$ cat src/rtl/p_bank_pkg.sv
// Shared constants and helpers for the N-bank buffer selector.
// Bank indices are at most 4 bits wide because NBANK is at most 16.
package p_bank_pkg;

    localparam int NBANK_MAX = 16;

    // Returns the next bank index, wrapping at n rather than at a power of two.
    function automatic logic [3:0] next_idx(input logic [3:0] idx, input logic [4:0] n);
        logic [3:0] res;
        if ({1'b0, idx} == (n - 5'd1)) begin
            res = 4'd0;
        end else begin
            res = idx + 4'd1;
        end
        return res;
    endfunction

endpackage

$ cat src/rtl/p_bank_ptr.sv
// Circular bank pointer: advances by one with modulo-NBANK wrap.
// A synchronous clear returns it to bank 0.
module p_bank_ptr
    import p_bank_pkg::*;
#(
    parameter  int NBANK = 2,
    localparam int BW    = $clog2(NBANK)
) (
    input  logic          clk,
    input  logic          rst_n,
    input  logic          clr,
    input  logic          adv,
    output logic [BW-1:0] idx
);

    logic [BW-1:0] idx_r;

    // Pointer register; clr has priority over adv.
    always_ff @(posedge clk or negedge rst_n) begin
        if (!rst_n) begin
            idx_r <= {BW{1'b0}};
        end else if (clr) begin
            idx_r <= {BW{1'b0}};
        end else if (adv) begin
            idx_r <= BW'(next_idx(4'(idx_r), 5'(NBANK)));
        end else begin
            idx_r <= idx_r;
        end
    end

    assign idx = idx_r;

endmodule

$ cat src/rtl/p_bank_ctrl.sv
// N-bank circular occupancy tracker between the source loader and the compute core.
// Keeps write/read bank pointers, a fill count and sticky misuse flags.
module p_bank_ctrl
    import p_bank_pkg::*;
#(
    parameter  int NBANK = 2,
    localparam int BW    = $clog2(NBANK)
) (
    input  logic          clk,
    input  logic          rst_n,
    input  logic          run,
    input  logic          src_fin,
    input  logic          s_fin_in,
    output logic [BW-1:0] wr_bank,
    output logic [BW-1:0] rd_bank,
    output logic [BW:0]   cnt,
    output logic          full,
    output logic          empty,
    output logic          ovf,
    output logic          udf
);

    logic [BW:0] cnt_r;
    logic [BW:0] cnt_nxt_s;
    logic        ovf_r;
    logic        udf_r;
    logic        clr_s;
    logic        full_s;
    logic        empty_s;
    logic        acc_wr_s;
    logic        acc_rd_s;
    logic        ovf_set_s;
    logic        udf_set_s;

    assign clr_s   = ~run;
    assign full_s  = (cnt_r == (BW + 1)'(NBANK));
    assign empty_s = (cnt_r == {(BW + 1){1'b0}});

    // A full bank set still accepts a fill when compute frees a bank on the same edge.
    assign acc_rd_s  = run & s_fin_in & ~empty_s;
    assign acc_wr_s  = run & src_fin & (~full_s | acc_rd_s);
    assign ovf_set_s = run & src_fin & ~acc_wr_s;
    assign udf_set_s = run & s_fin_in & empty_s;

    p_bank_ptr #(.NBANK(NBANK)) u_wr_ptr (
        .clk   (clk),
        .rst_n (rst_n),
        .clr   (clr_s),
        .adv   (acc_wr_s),
        .idx   (wr_bank)
    );

    p_bank_ptr #(.NBANK(NBANK)) u_rd_ptr (
        .clk   (clk),
        .rst_n (rst_n),
        .clr   (clr_s),
        .adv   (acc_rd_s),
        .idx   (rd_bank)
    );

    // Next occupancy from the accepted events.
    always_comb begin
        cnt_nxt_s = cnt_r;
        case ({acc_wr_s, acc_rd_s})
            2'b10:   cnt_nxt_s = cnt_r + (BW + 1)'(1);
            2'b01:   cnt_nxt_s = cnt_r - (BW + 1)'(1);
            default: cnt_nxt_s = cnt_r;
        endcase
    end

    // Occupancy counter.
    always_ff @(posedge clk or negedge rst_n) begin
        if (!rst_n) begin
            cnt_r <= {(BW + 1){1'b0}};
        end else if (clr_s) begin
            cnt_r <= {(BW + 1){1'b0}};
        end else begin
            cnt_r <= cnt_nxt_s;
        end
    end

    // Sticky misuse flags, cleared only by reset or run low.
    always_ff @(posedge clk or negedge rst_n) begin
        if (!rst_n) begin
            ovf_r <= 1'b0;
            udf_r <= 1'b0;
        end else if (clr_s) begin
            ovf_r <= 1'b0;
            udf_r <= 1'b0;
        end else begin
            ovf_r <= ovf_r | ovf_set_s;
            udf_r <= udf_r | udf_set_s;
        end
    end

    assign cnt   = cnt_r;
    assign full  = full_s;
    assign empty = empty_s;
    assign ovf   = ovf_r;
    assign udf   = udf_r;

endmodule

$ cat config.mk
export PLATFORM = sky130hd
export DESIGN_NAME = p_bank_ctrl
export DESIGN_NICKNAME = d
export VERILOG_FILES = /design/src/rtl/p_bank_pkg.sv /design/src/rtl/p_bank_ptr.sv /design/src/rtl/p_bank_ctrl.sv
export SDC_FILE = /design/constraint.sdc
export NUM_CORES = 1
export LEC_CHECK = 0
export ABC_CLOCK_PERIOD_IN_PS = 1300
export CAP_MARGIN = 20
export CORE_AREA = 2 2 39 41
export CTS_CLUSTER_SIZE = 24
export DETAILED_ROUTE_END_ITERATION = 8
export DIE_AREA = 0 0 41 43
export MAX_ROUTING_LAYER = met4
export RECOVER_POWER = 100
export SLEW_MARGIN = 15
export SYNTH_ARGS = -nofsm -noshare
export SYNTH_HDL_FRONTEND = slang
export SYNTH_SLANG_ARGS = --single-unit
export TNS_END_PERCENT = 30
$ cat constraint.sdc
create_clock -name clk -period 1.3 [get_ports clk]
set_input_delay 0.13 -clock clk [delete_from_list [all_inputs] [get_ports clk]]
set_output_delay 0.13 -clock clk [all_outputs]
set_load 0.02 [all_outputs]
==> run_results.csv, run 1 <==
group,metric,value,unit
sta,setup_slack,0.06851,ns
route,vias,301,
route,drt_first_pass_iters,4,
final_layout,nets,58,
floorplanning,die_height,43,µm
global_routing,track_usage,11.38,%
global_routing,antenna_found_initial,0,
synthesis,ys_seq_area_share,51.06,%
worst_setup_path,critPathLaunchType,"register",
sta,max_freq,812.0,MHz
pwr,p_leak,0.0002412,µW
clocking,clock_latency,0.24,ns
route,drtIter0Drc,15,
route,drc,0,
pwr,peakVddDrop,0.3563,mV
floorplanning,fp-row-count,14,
worst_setup_path,crit_type,"reg -> out",
route,drt_wl_total,732,µm
synthesis,ys_types,16,
clocking,root_buffer,"clkbuf_4",
final_layout,syn_to_final_growth,65.11,%
sta,worst_pin_slew,0.2905,ns
min_path,hold_path.class,"in -> async",
floorplanning,pin_count,13,
clocking,clock_path_buffers,2,
global_routing,gr-total-overflow,0,
route,ant_nets,0,
place,gp_congestion,0.7198,
place,placed_area,479.2,µm²
clocking,cts_tree,"built",
worst_setup_path,crit_path_end_kind,"output port",
final_layout,n_antenna_cell,0,
sta,min_period_over_period,94.73,%
place,hpwlAfterDp,569.5,µm
floorplanning,fp.dieW,41,µm
final_layout,fill_cells,155,
worst_setup_path,critPathRequiredTime,1.17,ns
pwr,pwr_density_cell,994.6,nW/µm²
floorplanning,initial_utilization,21.25,%
sta,clock_skew,0.004250,ns
synthesis,ys_ff_latch,6,
synthesis,syn_nets,35,
worst_setup_path,cp_max_fo,6,
clocking,post_cts_buffers,0,
route,via_per_inst,4.493,
synthesis,netlist_area,294.0,µm²
status,outcome,"complete, no violations",
sta,setup_viol,0,
place,pre_cts_ws,0.009630,ns
clocking,path_clk_slew,0.04,ns
final_layout,fin_area,485.5,µm²
final_layout,drive_gt1_share,17.65,%
floorplanning,core-area,1384,µm²
sta,drv_slew,0,
global_routing,grt_max_degree,7,
sta,slew_headroom,80.57,%
flow_run,max-cap-violations,0,
clocking,h-tree-depth,1,
synthesis,syn_avg_cell_area,9.801,µm²
clocking,numCtsBuffers,3,
global_routing,first_global_vias,305,
synthesis,ys_warn_count,0,
place,numPortBuffers,12,
worst_setup_path,crit_arrival,1.10,ns
clocking,cts_resized,8,
global_routing,grt_pass1_wl,1207,µm
floorplanning,fp.dieArea,1763,µm²
synthesis,syn_inst,30,
sta,period_needed,1.231,ns
route,wl_per_cell,10.93,µm
clocking,cts_hold_repair.buffers,0,
sta,rsz0062_at_grt,"false",
clocking,cts.sinks,6,
sta,hold_violations,0,
## worst paths after layout
check / end / startpoint / depth (start not counted) / slack, ns
min in group clk: udf / udf / 2 / 0.50
worst min register to register: udf / udf / 2 / 0.50
worst max-delay path: cnt[0] / cnt[0] / 2 / 0.07
worst min-delay path: cnt[0] / rst_n / 1 / 0.20
max in group asynchronous: u_wr_ptr.idx / rst_n / 1 / 0.87
worst max register to register: cnt[0] / cnt[0] / 4 / 0.14
## kinds of logic (layout without fill, tap and decap cells)
kind of cell / after synthesis / in the layout / synth area share, %
compound gates: 9 / 9 / 18.30
simple gates: 10 / 10 / 20.42
mux: 1 / 1 / 3.404
flops: 6 / 6 / 51.06
buf+inv: 3 / 24 / 3.830
xor+xnor: 1 / 1 / 2.979
## per-layer routing
metal | vias up | part of all wire (%) | track usage (%)
met2 | 9 | 50 | 14.06
li1 | 148 | - | -
met4 | 0 | 0 | 12.00
met3 | 0 | 7.2 | 5.236
met5 | - | 0 | -
met1 | 144 | 43 | 12.09
## report_power, final
group / leakage [µW] / internal (µW) / total [µW] / switching [µW]
clock network: 0.0000138 / 104 / 168 / 64.1
logic: 0.000148 / 49.6 / 107 / 57.4
registers: 0.0000799 / 199 / 208 / 8.46
## cells in the final DEF, fill, tap and decap left out, drive strengths merged, types with 2 or more instances in the layout
cell type	count
clkbuf	6
clkdlybuf4s15	2
inv	3
buf	4
clkdlybuf4s50	3
a211oi	2
dfrtp	6
a21oi	3
dlygate4sd2	5
nor2	4
o21ai	2
## metrics by stage
step / total power, µW / utilization [%] / hold slack [ns] / instances / TNS [ns]
finish: 482.8 / 35.08 / 0.2020 / 67 / 0
global route: 513.0 / 35.08 / 0.2173 / 67 / 0
CTS: 497.8 / 35.53 / 0.1312 / 67 / 0
detailed placement: 331.2 / 34.63 / 0.3962 / 64 / 0
global placement: 330.8 / 34.63 / 0.3954 / 64 / -0.01946
floorplan: 260.4 / - / -0.1656 / 30 / 0
## synthesized netlist by cell type
cell type / count / area share, %
nand2_1: 1 / 1.3
a211oi_1: 2 / 5.1
xor2_1: 1 / 3.0
and2b_1: 1 / 2.6
o21ai_0: 2 / 3.4
nor3_1: 1 / 1.7
nor2_1: 4 / 5.1
inv_1: 3 / 3.8
nand4b_1: 1 / 3.0
nor2b_4: 1 / 4.7
o211ai_1: 1 / 2.6
mux2i_1: 1 / 3.4
dfrtp_1: 6 / 51
nand2b_1: 1 / 2.1
a21oi_1: 3 / 5.1
a31oi_1: 1 / 2.1
## worst max-delay path, cell delays in order, from the launching register on
cell and delay [ns]:
dfrtp_1 0.41, buf_4 0.17, clkdlybuf4s15_1 0.28
## final cells by class
class	instances	area, µm²	area share, %
Inverter	3	11.26	2.320
Clock buffer	3	22.52	4.639
Sequential cell	6	150.1	30.93
Tap cell	16	20.02	4.124
Timing Repair Buffer	18	148.9	30.67
Multi-Input combinational cell	21	132.6	27.32
## state kept, by name (all words and copies together) (netlist names)
register	cells
cnt	2
udf	1
u_wr_ptr.idx	1
ovf	1
u_rd_ptr.idx	1
(Power assumes the default switching activity.)
==> run 2: changes to the inputs <==
- ABC_CLOCK_PERIOD_IN_PS: 1300 -> default
==> results of run 2 <==
No change in the layout: final DEF, timing and power equal those of run 1.
